`src/rtl/mk14_rx_loader.sv`:
```
// ---------------------------------------------------------------------------
// mk14_rx_loader
//
// Serial program loader for the MK14 SoC. Receives 8N1 UART bytes on `rx`,
// parses frames of the form
//     0x55, ADDR_HI, ADDR_LO, LEN, LEN x DATA, CSUM      (LEN = 0 -> 256)
// and turns each DATA byte into a one-cycle RAM write. The 8-bit sum of
// ADDR_HI through CSUM must be 0x00 for the frame to count as good.
//
// Optional feature macro: MK14_LOADER_EXEC_EN
//   defined   : a good frame also pulses exec_req with exec_addr = the
//               frame start address (held until the next good frame).
//   undefined : exec_req / exec_addr are tied to zero.
//
// Parameters
//   CLOCK_FREQ_MHZ  clk frequency in MHz
//   BAUD_RATE       UART bit rate
//   TIMEOUT_MS      longest inter-byte gap tolerated inside a frame
//
// Ports
//   clk        in   system clock
//   rst        in   synchronous active-high reset
//   rx         in   asynchronous UART line, idle high
//   rx_wait    out  high from sync byte accepted until frame end / abort
//   mem_wr_en  out  one-cycle write strobe
//   mem_addr   out  write address (held between writes)
//   mem_data   out  write data (held between writes)
//   load_done  out  one-cycle pulse, frame ended with a good checksum
//   load_err   out  sticky error; cleared by the next sync byte or rst
//   exec_req   out  one-cycle execute request (feature macro only)
//   exec_addr  out  execute address (feature macro only)
// ---------------------------------------------------------------------------
module mk14_rx_loader #(
    parameter int CLOCK_FREQ_MHZ = 27,
    parameter int BAUD_RATE      = 115200,
    parameter int TIMEOUT_MS     = 100
) (
    input  logic        clk,
    input  logic        rst,
    input  logic        rx,
    output logic        rx_wait,
    output logic        mem_wr_en,
    output logic [15:0] mem_addr,
    output logic [7:0]  mem_data,
    output logic        load_done,
    output logic        load_err,
    output logic        exec_req,
    output logic [15:0] exec_addr
);

    // Rounded clocks-per-bit and derived counter limits.
    localparam int DIV       = (CLOCK_FREQ_MHZ * 1000000 + BAUD_RATE / 2) / BAUD_RATE;
    localparam int HALF      = DIV / 2;
    localparam int CNT_W     = $clog2(DIV + 1);
    localparam int TMO_LIMIT = TIMEOUT_MS * CLOCK_FREQ_MHZ * 1000;
    localparam int TMO_W     = $clog2(TMO_LIMIT + 1);

    localparam logic [CNT_W-1:0] BIT_LAST  = CNT_W'(DIV - 1);
    localparam logic [CNT_W-1:0] HALF_LAST = CNT_W'(HALF - 1);
    localparam logic [TMO_W-1:0] TMO_LAST  = TMO_W'(TMO_LIMIT - 1);

    localparam logic [7:0] SYNC_BYTE = 8'h55;

    // -----------------------------------------------------------------------
    // UART receiver
    // -----------------------------------------------------------------------
    typedef enum logic [1:0] {
        RX_IDLE,
        RX_START,
        RX_DATA,
        RX_STOP
    } rx_state_t;

    logic             rx_meta_q;
    logic             rx_sync_q;
    logic             rx_prev_q;
    rx_state_t        rx_state_q, rx_state_d;
    logic [CNT_W-1:0] rx_cnt_q,   rx_cnt_d;
    logic [2:0]       rx_bit_q,   rx_bit_d;
    logic [7:0]       rx_shift_q, rx_shift_d;

    // Combinational strobes, valid in the stop-bit sample cycle only.
    logic byte_valid;
    logic frame_err;

    always_ff @(posedge clk) begin
        // NOTE: sequential state uses non-blocking assignments so every
        // register samples the pre-edge values of its neighbours.
        if (rst) begin
            // The synchronizer resets to the idle-line level so leaving
            // reset does not look like a falling edge.
            rx_meta_q  <= 1'b1;
            rx_sync_q  <= 1'b1;
            rx_prev_q  <= 1'b1;
            rx_state_q <= RX_IDLE;
            rx_cnt_q   <= '0;
            rx_bit_q   <= '0;
            rx_shift_q <= '0;
        end else begin
            rx_meta_q  <= rx;
            rx_sync_q  <= rx_meta_q;
            rx_prev_q  <= rx_sync_q;
            rx_state_q <= rx_state_d;
            rx_cnt_q   <= rx_cnt_d;
            rx_bit_q   <= rx_bit_d;
            rx_shift_q <= rx_shift_d;
        end
    end

    always_comb begin
        // NOTE: every output of this block gets a default first, so no path
        // leaves a variable unassigned and no latch is inferred.
        rx_state_d = rx_state_q;
        rx_cnt_d   = rx_cnt_q + 1'b1;
        rx_bit_d   = rx_bit_q;
        rx_shift_d = rx_shift_q;
        byte_valid = 1'b0;
        frame_err  = 1'b0;

        unique case (rx_state_q)
            RX_IDLE: begin
                rx_cnt_d = '0;
                // A true falling edge, so a line held low after a framing
                // error does not restart the receiver.
                if (rx_prev_q && !rx_sync_q) begin
                    rx_state_d = RX_START;
                end
            end
            RX_START: begin
                if (rx_cnt_q == HALF_LAST) begin
                    rx_cnt_d   = '0;
                    rx_bit_d   = '0;
                    // High at mid-start-bit means the edge was a glitch.
                    rx_state_d = rx_sync_q ? RX_IDLE : RX_DATA;
                end
            end
            RX_DATA: begin
                if (rx_cnt_q == BIT_LAST) begin
                    rx_cnt_d   = '0;
                    rx_shift_d = {rx_sync_q, rx_shift_q[7:1]};   // LSB first
                    rx_bit_d   = rx_bit_q + 3'd1;
                    if (rx_bit_q == 3'd7) begin
                        rx_state_d = RX_STOP;
                    end
                end
            end
            RX_STOP: begin
                if (rx_cnt_q == BIT_LAST) begin
                    // Back in idle on the next cycle, ready for a start bit
                    // that follows the stop bit with no gap.
                    rx_cnt_d   = '0;
                    rx_state_d = RX_IDLE;
                    if (rx_sync_q) begin
                        byte_valid = 1'b1;
                    end else begin
                        frame_err = 1'b1;
                    end
                end
            end
            default: begin
                rx_state_d = RX_IDLE;
            end
        endcase
    end

    // -----------------------------------------------------------------------
    // Frame parser
    // -----------------------------------------------------------------------
    typedef enum logic [2:0] {
        P_IDLE,
        P_ADDR_HI,
        P_ADDR_LO,
        P_LEN,
        P_DATA,
        P_CSUM
    } p_state_t;

    p_state_t         p_state_q, p_state_d;
    logic [15:0]      ptr_q,     ptr_d;
    logic [8:0]       remain_q,  remain_d;
    logic [7:0]       sum_q,     sum_d;
    logic [TMO_W-1:0] tmo_q,     tmo_d;
    logic             rx_wait_q, rx_wait_d;
    logic             wr_en_q,   wr_en_d;
    logic [15:0]      addr_q,    addr_d;
    logic [7:0]       data_q,    data_d;
    logic             done_q,    done_d;
    logic             err_q,     err_d;

    logic [7:0] sum_next;
    logic       csum_good;
    logic       tmo_expire;

    assign sum_next  = sum_q + rx_shift_q;
    assign csum_good = byte_valid && (p_state_q == P_CSUM) && (sum_next == 8'h00);
    // A byte arriving in the expiry cycle wins over the timeout.
    assign tmo_expire = (p_state_q != P_IDLE) && !byte_valid && (tmo_q == TMO_LAST);

    always_ff @(posedge clk) begin
        if (rst) begin
            p_state_q <= P_IDLE;
            ptr_q     <= '0;
            remain_q  <= '0;
            sum_q     <= '0;
            tmo_q     <= '0;
            rx_wait_q <= 1'b0;
            wr_en_q   <= 1'b0;
            addr_q    <= '0;
            data_q    <= '0;
            done_q    <= 1'b0;
            err_q     <= 1'b0;
        end else begin
            p_state_q <= p_state_d;
            ptr_q     <= ptr_d;
            remain_q  <= remain_d;
            sum_q     <= sum_d;
            tmo_q     <= tmo_d;
            rx_wait_q <= rx_wait_d;
            wr_en_q   <= wr_en_d;
            addr_q    <= addr_d;
            data_q    <= data_d;
            done_q    <= done_d;
            err_q     <= err_d;
        end
    end

    always_comb begin
        p_state_d = p_state_q;
        ptr_d     = ptr_q;
        remain_d  = remain_q;
        sum_d     = sum_q;
        rx_wait_d = rx_wait_q;
        wr_en_d   = 1'b0;
        addr_d    = addr_q;
        data_d    = data_q;
        done_d    = 1'b0;
        err_d     = err_q;

        // Inter-byte gap counter: idle holds it at zero, every byte restarts it.
        if (p_state_q == P_IDLE || byte_valid) begin
            tmo_d = '0;
        end else begin
            tmo_d = tmo_q + 1'b1;
        end

        if (byte_valid) begin
            // Running sum covers ADDR_HI..CSUM; the sync byte resets it below.
            sum_d = sum_next;
            unique case (p_state_q)
                P_IDLE: begin
                    if (rx_shift_q == SYNC_BYTE) begin
                        p_state_d = P_ADDR_HI;
                        rx_wait_d = 1'b1;
                        err_d     = 1'b0;
                        sum_d     = 8'h00;
                    end
                end
                P_ADDR_HI: begin
                    ptr_d[15:8] = rx_shift_q;
                    p_state_d   = P_ADDR_LO;
                end
                P_ADDR_LO: begin
                    ptr_d[7:0] = rx_shift_q;
                    p_state_d  = P_LEN;
                end
                P_LEN: begin
                    remain_d  = (rx_shift_q == 8'h00) ? 9'd256 : {1'b0, rx_shift_q};
                    p_state_d = P_DATA;
                end
                P_DATA: begin
                    wr_en_d  = 1'b1;
                    addr_d   = ptr_q;
                    data_d   = rx_shift_q;
                    ptr_d    = ptr_q + 16'd1;     // wraps 0xFFFF -> 0x0000
                    remain_d = remain_q - 9'd1;
                    if (remain_q == 9'd1) begin
                        p_state_d = P_CSUM;
                    end
                end
                P_CSUM: begin
                    // Written bytes stay written whatever the checksum says.
                    p_state_d = P_IDLE;
                    rx_wait_d = 1'b0;
                    if (csum_good) begin
                        done_d = 1'b1;
                    end else begin
                        err_d = 1'b1;
                    end
                end
                default: begin
                    p_state_d = P_IDLE;
                end
            endcase
        end else if ((p_state_q != P_IDLE) && (frame_err || tmo_expire)) begin
            p_state_d = P_IDLE;
            rx_wait_d = 1'b0;
            err_d     = 1'b1;
        end
    end

    assign rx_wait   = rx_wait_q;
    assign mem_wr_en = wr_en_q;
    assign mem_addr  = addr_q;
    assign mem_data  = data_q;
    assign load_done = done_q;
    assign load_err  = err_q;

    // -----------------------------------------------------------------------
    // Optional execute request
    // -----------------------------------------------------------------------
`ifdef MK14_LOADER_EXEC_EN
    logic [15:0] start_addr_q;
    logic [15:0] exec_addr_q;
    logic        exec_req_q;
    logic        addr_lo_load;

    // Captures ADDR_HI:ADDR_LO as received, before DATA moves the pointer.
    assign addr_lo_load = byte_valid && (p_state_q == P_ADDR_LO);

    always_ff @(posedge clk) begin
        if (rst) begin
            start_addr_q <= '0;
            exec_addr_q  <= '0;
            exec_req_q   <= 1'b0;
        end else begin
            exec_req_q <= csum_good;
            if (addr_lo_load) begin
                start_addr_q <= {ptr_q[15:8], rx_shift_q};
            end
            if (csum_good) begin
                exec_addr_q <= start_addr_q;
            end
        end
    end

    assign exec_req  = exec_req_q;
    assign exec_addr = exec_addr_q;
`else
    assign exec_req  = 1'b0;
    assign exec_addr = 16'h0000;
`endif

endmodule
```
`config.mk`:
```
export PLATFORM = sky130hd
export DESIGN_NAME = mk14_rx_loader
export DESIGN_NICKNAME = d
export VERILOG_FILES = /design/src/rtl/mk14_rx_loader.sv
export SDC_FILE = /design/constraint.sdc
export NUM_CORES = 1
export LEC_CHECK = 0
export BUFFER_PORTS_ARGS = -buffer_cell sky130_fd_sc_hd__buf_4
export CAP_MARGIN = 10
export CORE_MARGIN = 1.5
export CORE_UTILIZATION = 30
export DETAILED_ROUTE_END_ITERATION = 8
export PLACE_DENSITY = 0.56
export RECOVER_POWER = 25
export SLEW_MARGIN = 20
export SYNTH_ARGS = -nofsm -noshare
export SYNTH_HDL_FRONTEND = slang
export SYNTH_SLANG_ARGS = --single-unit
```
`constraint.sdc`:
```
create_clock -name clk -period 2.3 [get_ports clk]
set_input_delay 0.46 -clock clk [delete_from_list [all_inputs] [get_ports clk]]
set_output_delay 0.46 -clock clk [all_outputs]
set_load 0.02 [all_outputs]
```
==> metrics.md <==
| Metric | Value |
|---|---|
| Last element of the critical path | load_done$_SDFF_PP0_ |
| Number of synthesized flops with an enable pin | 0 |
| Number of levels the H-tree was split into | 3 |
| Detailed-router iteration count before antenna repair | 4 |
| Final ANT Viol Nets | 0 |
| Slowest stage cell, crit path | sky130_fd_sc_hd__a2111oi_1 |
| Arithmetic-cell share of the synthesized area counting full adders, half adders and majority gates | 3.89% |
| Commonest cells after routing, fill and taps aside | sky130_fd_sc_hd__dfxtp_1, sky130_fd_sc_hd__nand2_1, sky130_fd_sc_hd__nor2_1 |
| Per-instance average area after synthesis | 8.06 µm² |
| Leakage power figure | roughly 0.0022 µW |
| Synth Area in Compound Gates | 16.3% |
| Remaining global-route overflow | 0 |
| Overall routing resource usage | between 10 and 15% |
| Launching instance or port of the critical path | rx_shift_q[1]$_SDFFE_PP0P_ |
| Multi-input gate area in the final layout | between 3000 and 4000 µm² |
| Wire length of the first global-routing pass | between 20 and 25 mm |
| Basic-gate share of the synthesized area counting and, or, nand and nor cells | 28.1% |
| Signal arrival time at the worst endpoint | approximately 2.5 ns |
| Ports | 48 |
| Maximum resistive drop on vdd | 380 µV |
| Max-cap viol count | 0 |
| Fmax achieved | between 400 and 500 MHz |
| Setup WS post-layout | roughly 0.050 ns |
| Power per cell area | 537 nW/µm² |
| Port-buffer cells | 30 |
| Startpoint Class | register |
| Cell Chain, Critical Path | ha_1 > a211oi_2 > nor3_1 > or3_1 > a2111oi_1 > nor4b_2 |
| Area growth from synthesis to layout | 13.1% |
| Wirelength per Cell | 13.8 µm |
| Pin count of the biggest net entering global routing | 50 |
| Fraction of final layout cells with drive strength greater than 1 | 8.72% |
| Vias in the first global route | 4405 |
| Unique masters post-synth | 62 |
| Filler Cell Count | 2020 |
| Antenna violations before repair | 0 |
| Sequential cell area fraction in the yosys report | 38.9% |
| Primary FF master, synth | sky130_fd_sc_hd__dfxtp_1 |
| Slew at the pin with the worst max-slew slack | 1.20 ns |
| Final Routed Wirelength | 13.5 mm |
| Path depth of the worst reg2reg path | 6 |
| Fin. Hold Viols | 0 |
| Antenna diode instance count | 0 |
| Setup clock skew after layout | 0.00683 ns |
| Run status | finished, final reports clean |
| Ratio of routed vias to standard cells | 4.99 |
| Parity-gate share of the synthesized area counting xor and xnor cells | 4.80% |
| Type of the most critical hold path | in -> reg |
| Most common library cell in the layout ignoring fill and taps | sky130_fd_sc_hd__dfxtp_1 |
| Final GP Congestion | about 0.8 |
| Final net count | 762 |
| Netlist area before placement | 5660 µm² |
| Main combinational cell family by area after synthesis | simple AND/OR/NAND/NOR gates |
| Share of Yosys cell area claimed by the top area cell type | 38.9% |
| Share of the cycle needed by the critical path after routing | a little over nine tenths |
| Clock Path Buffers | 2 |
| Crit path required time | 2.57 ns |
| Crit Reg-Reg Startpoint | rx_shift_q[1]$_SDFFE_PP0P_ |
| Core Area | 18600 µm² |
| Number of setup violations in the final report | 0 |
| Final slew viol count | 0 |
| Crit. End Element | register |
| Clock latency of the later-clocked register in the worst-skew pair | 0.36 ns |
| Row count | 50 |
| Largest area contributor in the synthesized netlist | sky130_fd_sc_hd__dfxtp_1 |
| Number of clock sinks | 110 |
| CTS buffer count | 9 |
| Initial cell density of the core | 30.5% |
| Reg-to-Reg End | load_done$_SDFF_PP0_ |
| Width of the chip | roughly 140 µm |
| Synth Register Bits | 110 |
| Fraction of registers with async set or reset after synthesis | 0% |
| First-iteration detailed-routing DRC count | around 270 |
| Reg-to-reg slack, setup | 0.05 ns |
| Routed via count | 4882 |
| Floorplan die area | 19700 µm² |
| CTS clock-pin slew for the worst setup and hold paths | around 0.070 ns |
| Largest incremental delay on the critical path | 0.45 ns |
| Multiplexer share of the synthesized area | 1.95% |
| Max_slew headroom | between 15 and 20% |
| CTS tree | yes |
| Drt drc | 0 |
| Height of the die | 140 µm |
| Root Buffer | sky130_fd_sc_hd__clkbuf_16 |
| Unrepaired setup endpoints after global routing | true |
| Final period demand of the worst path | 2.25 ns |
| Finished Cell Area | 6400 µm² |
| Setup slack after placement | 0.0833 ns |
| Biggest fanout along the worst timing path | 4 |
| Sequential Area | roughly 2200 µm² |
| Leading post-synthesis cells by cell area | sky130_fd_sc_hd__dfxtp_1, sky130_fd_sc_hd__nand2_1, sky130_fd_sc_hd__a21oi_1 |
| Gate Count Post-Synth | 702 |
| Total half-perimeter wirelength after legalization and detailed placement | 9.46 mm |
| Number of warning messages in the yosys log | 0 |
| Worst hold margin | 0.284 ns |
| Path type of the worst setup path | reg -> reg |
| Number of post-CTS setup repair buffers | 0 |
| Post-place instance area | about 6200 µm² |
[cells in the mapped netlist (3+ instances only)]
master                     number
sky130_fd_sc_hd__nand3b_1       5
sky130_fd_sc_hd__o41ai_1        4
sky130_fd_sc_hd__xnor2_1       12
sky130_fd_sc_hd__or3_1          6
sky130_fd_sc_hd__nor4_1         9
sky130_fd_sc_hd__a311oi_1       4
sky130_fd_sc_hd__a22o_1         6
sky130_fd_sc_hd__buf_4         18
sky130_fd_sc_hd__nand3_1       22
sky130_fd_sc_hd__nand2_1      104
sky130_fd_sc_hd__and4_1         7
sky130_fd_sc_hd__buf_2          6
sky130_fd_sc_hd__nor3b_1        5
sky130_fd_sc_hd__a211oi_1       7
sky130_fd_sc_hd__nor2b_1        5
sky130_fd_sc_hd__ha_1          16
sky130_fd_sc_hd__and4b_1        4
sky130_fd_sc_hd__nor3_1        14
sky130_fd_sc_hd__mux2i_1       11
sky130_fd_sc_hd__nand2b_1       6
sky130_fd_sc_hd__dfxtp_1      110
sky130_fd_sc_hd__clkbuf_1      28
sky130_fd_sc_hd__a21oi_1       65
sky130_fd_sc_hd__nor2_1        72
sky130_fd_sc_hd__a22oi_1        3
sky130_fd_sc_hd__inv_1         16
sky130_fd_sc_hd__and3b_1        3
sky130_fd_sc_hd__nand4b_1       5
sky130_fd_sc_hd__a31oi_1        3
sky130_fd_sc_hd__or4_1          3
sky130_fd_sc_hd__o31ai_1        7
sky130_fd_sc_hd__o21ai_0       31
sky130_fd_sc_hd__nand4_1       13
sky130_fd_sc_hd__nor4b_1        4
sky130_fd_sc_hd__xor2_1        19
sky130_fd_sc_hd__or2_2          3
sky130_fd_sc_hd__and3_1        13
[worst min-delay path by stage]
| stage | startpoint | endpoint | slack, ns | depth (start not counted) |
|---|---|---|---|---|
| after floorplan | rx_meta_q$_SDFF_PP1_ | rx_sync_q$_SDFF_PP1_ | 0.39 | 1 |
| after global placement | rx_meta_q$_SDFF_PP1_ | rx_sync_q$_SDFF_PP1_ | 0.40 | 1 |
| after detailed placement | rx_meta_q$_SDFF_PP1_ | rx_sync_q$_SDFF_PP1_ | 0.40 | 1 |
| after CTS | rx | rx_meta_q$_SDFF_PP1_ | 0.27 | 2 |
| after global routing | rx | rx_meta_q$_SDFF_PP1_ | 0.27 | 2 |
| final | rx | rx_meta_q$_SDFF_PP1_ | 0.28 | 2 |
[final cells by class]
cell class | count | share of cell area [%]
sequential | 110 | 34.4
clock buffer | 10 | 3.73
inverter | 16 | 0.939
multi-input combinational | 539 | 50.0
timing repair buffer | 66 | 6.00
clock inverter | 4 | 0.372
tap | 234 | 4.58
[power breakdown]
part	internal [µW]	switching [µW]	total, µW
sequential	1910	5.20	1910
combinational	10.6	53.8	64.4
clock	751	707	1460
total	2670	766	3430
[per-layer routing]
metal  share of wire (%)  up-vias  track usage [%]
li1                    -     2540                -
met1                  50     2253             19.0
met2                  45       75             22.3
met3                 3.5       14             3.73
met4                 2.0        0             3.99
met5                   0        -                0
[cell families (layout without fill, tap and decap cells)]
family	count (synthesis)	in the layout
and+or+nand+nor	313	313
other	1	17
muxes	11	11
AOI/OAI and AO/OA	150	150
DFF	110	110
xor gates and xnor gates	31	31
adders and majority gates	17	17
buffers and inverters	69	96
[worst max-delay path: cells and delay by family (launching register included)]
kind	cells	cell delay, ns
AOI/OAI and AO/OA	2	0.77
and+or+nand+nor	3	0.76
DFF	1	0.33
adders and majority gates	1	0.30
[sequential cells by signal, summed over array words and instances (netlist names), named ones only]
name,count
load_done,1
load_err,1
mem_addr,16
mem_data,8
mem_wr_en,1
p_state_q,3
ptr_q,16
remain_q,9
rx_bit_q,3
rx_cnt_q,8
rx_meta_q,1
rx_prev_q,1
rx_shift_q,8
rx_state_q,1
rx_sync_q,1
rx_wait,1
sum_q,8
tmo_q,22
[metrics by stage]
step / cells / util (%) / power [µW] / setup TNS, ns
after floorplan: 718 / - / 2030 / 0
after global placement: 965 / 33.5 / 2020 / 0
after detailed placement: 965 / 33.5 / 2020 / 0
after CTS: 979 / 34.9 / 3490 / 0
final: 979 / 34.4 / 3430 / 0
after global routing: 979 / 34.4 / 3580 / -0.0931
[what timing repair did]
item | in CTS | in global routing
resized for setup | 0 | 4
hold buffers | 0 | 0
endpoints found under the setup margin | 0 | 2
Note: power is estimated with default switching activity, not from simulation.
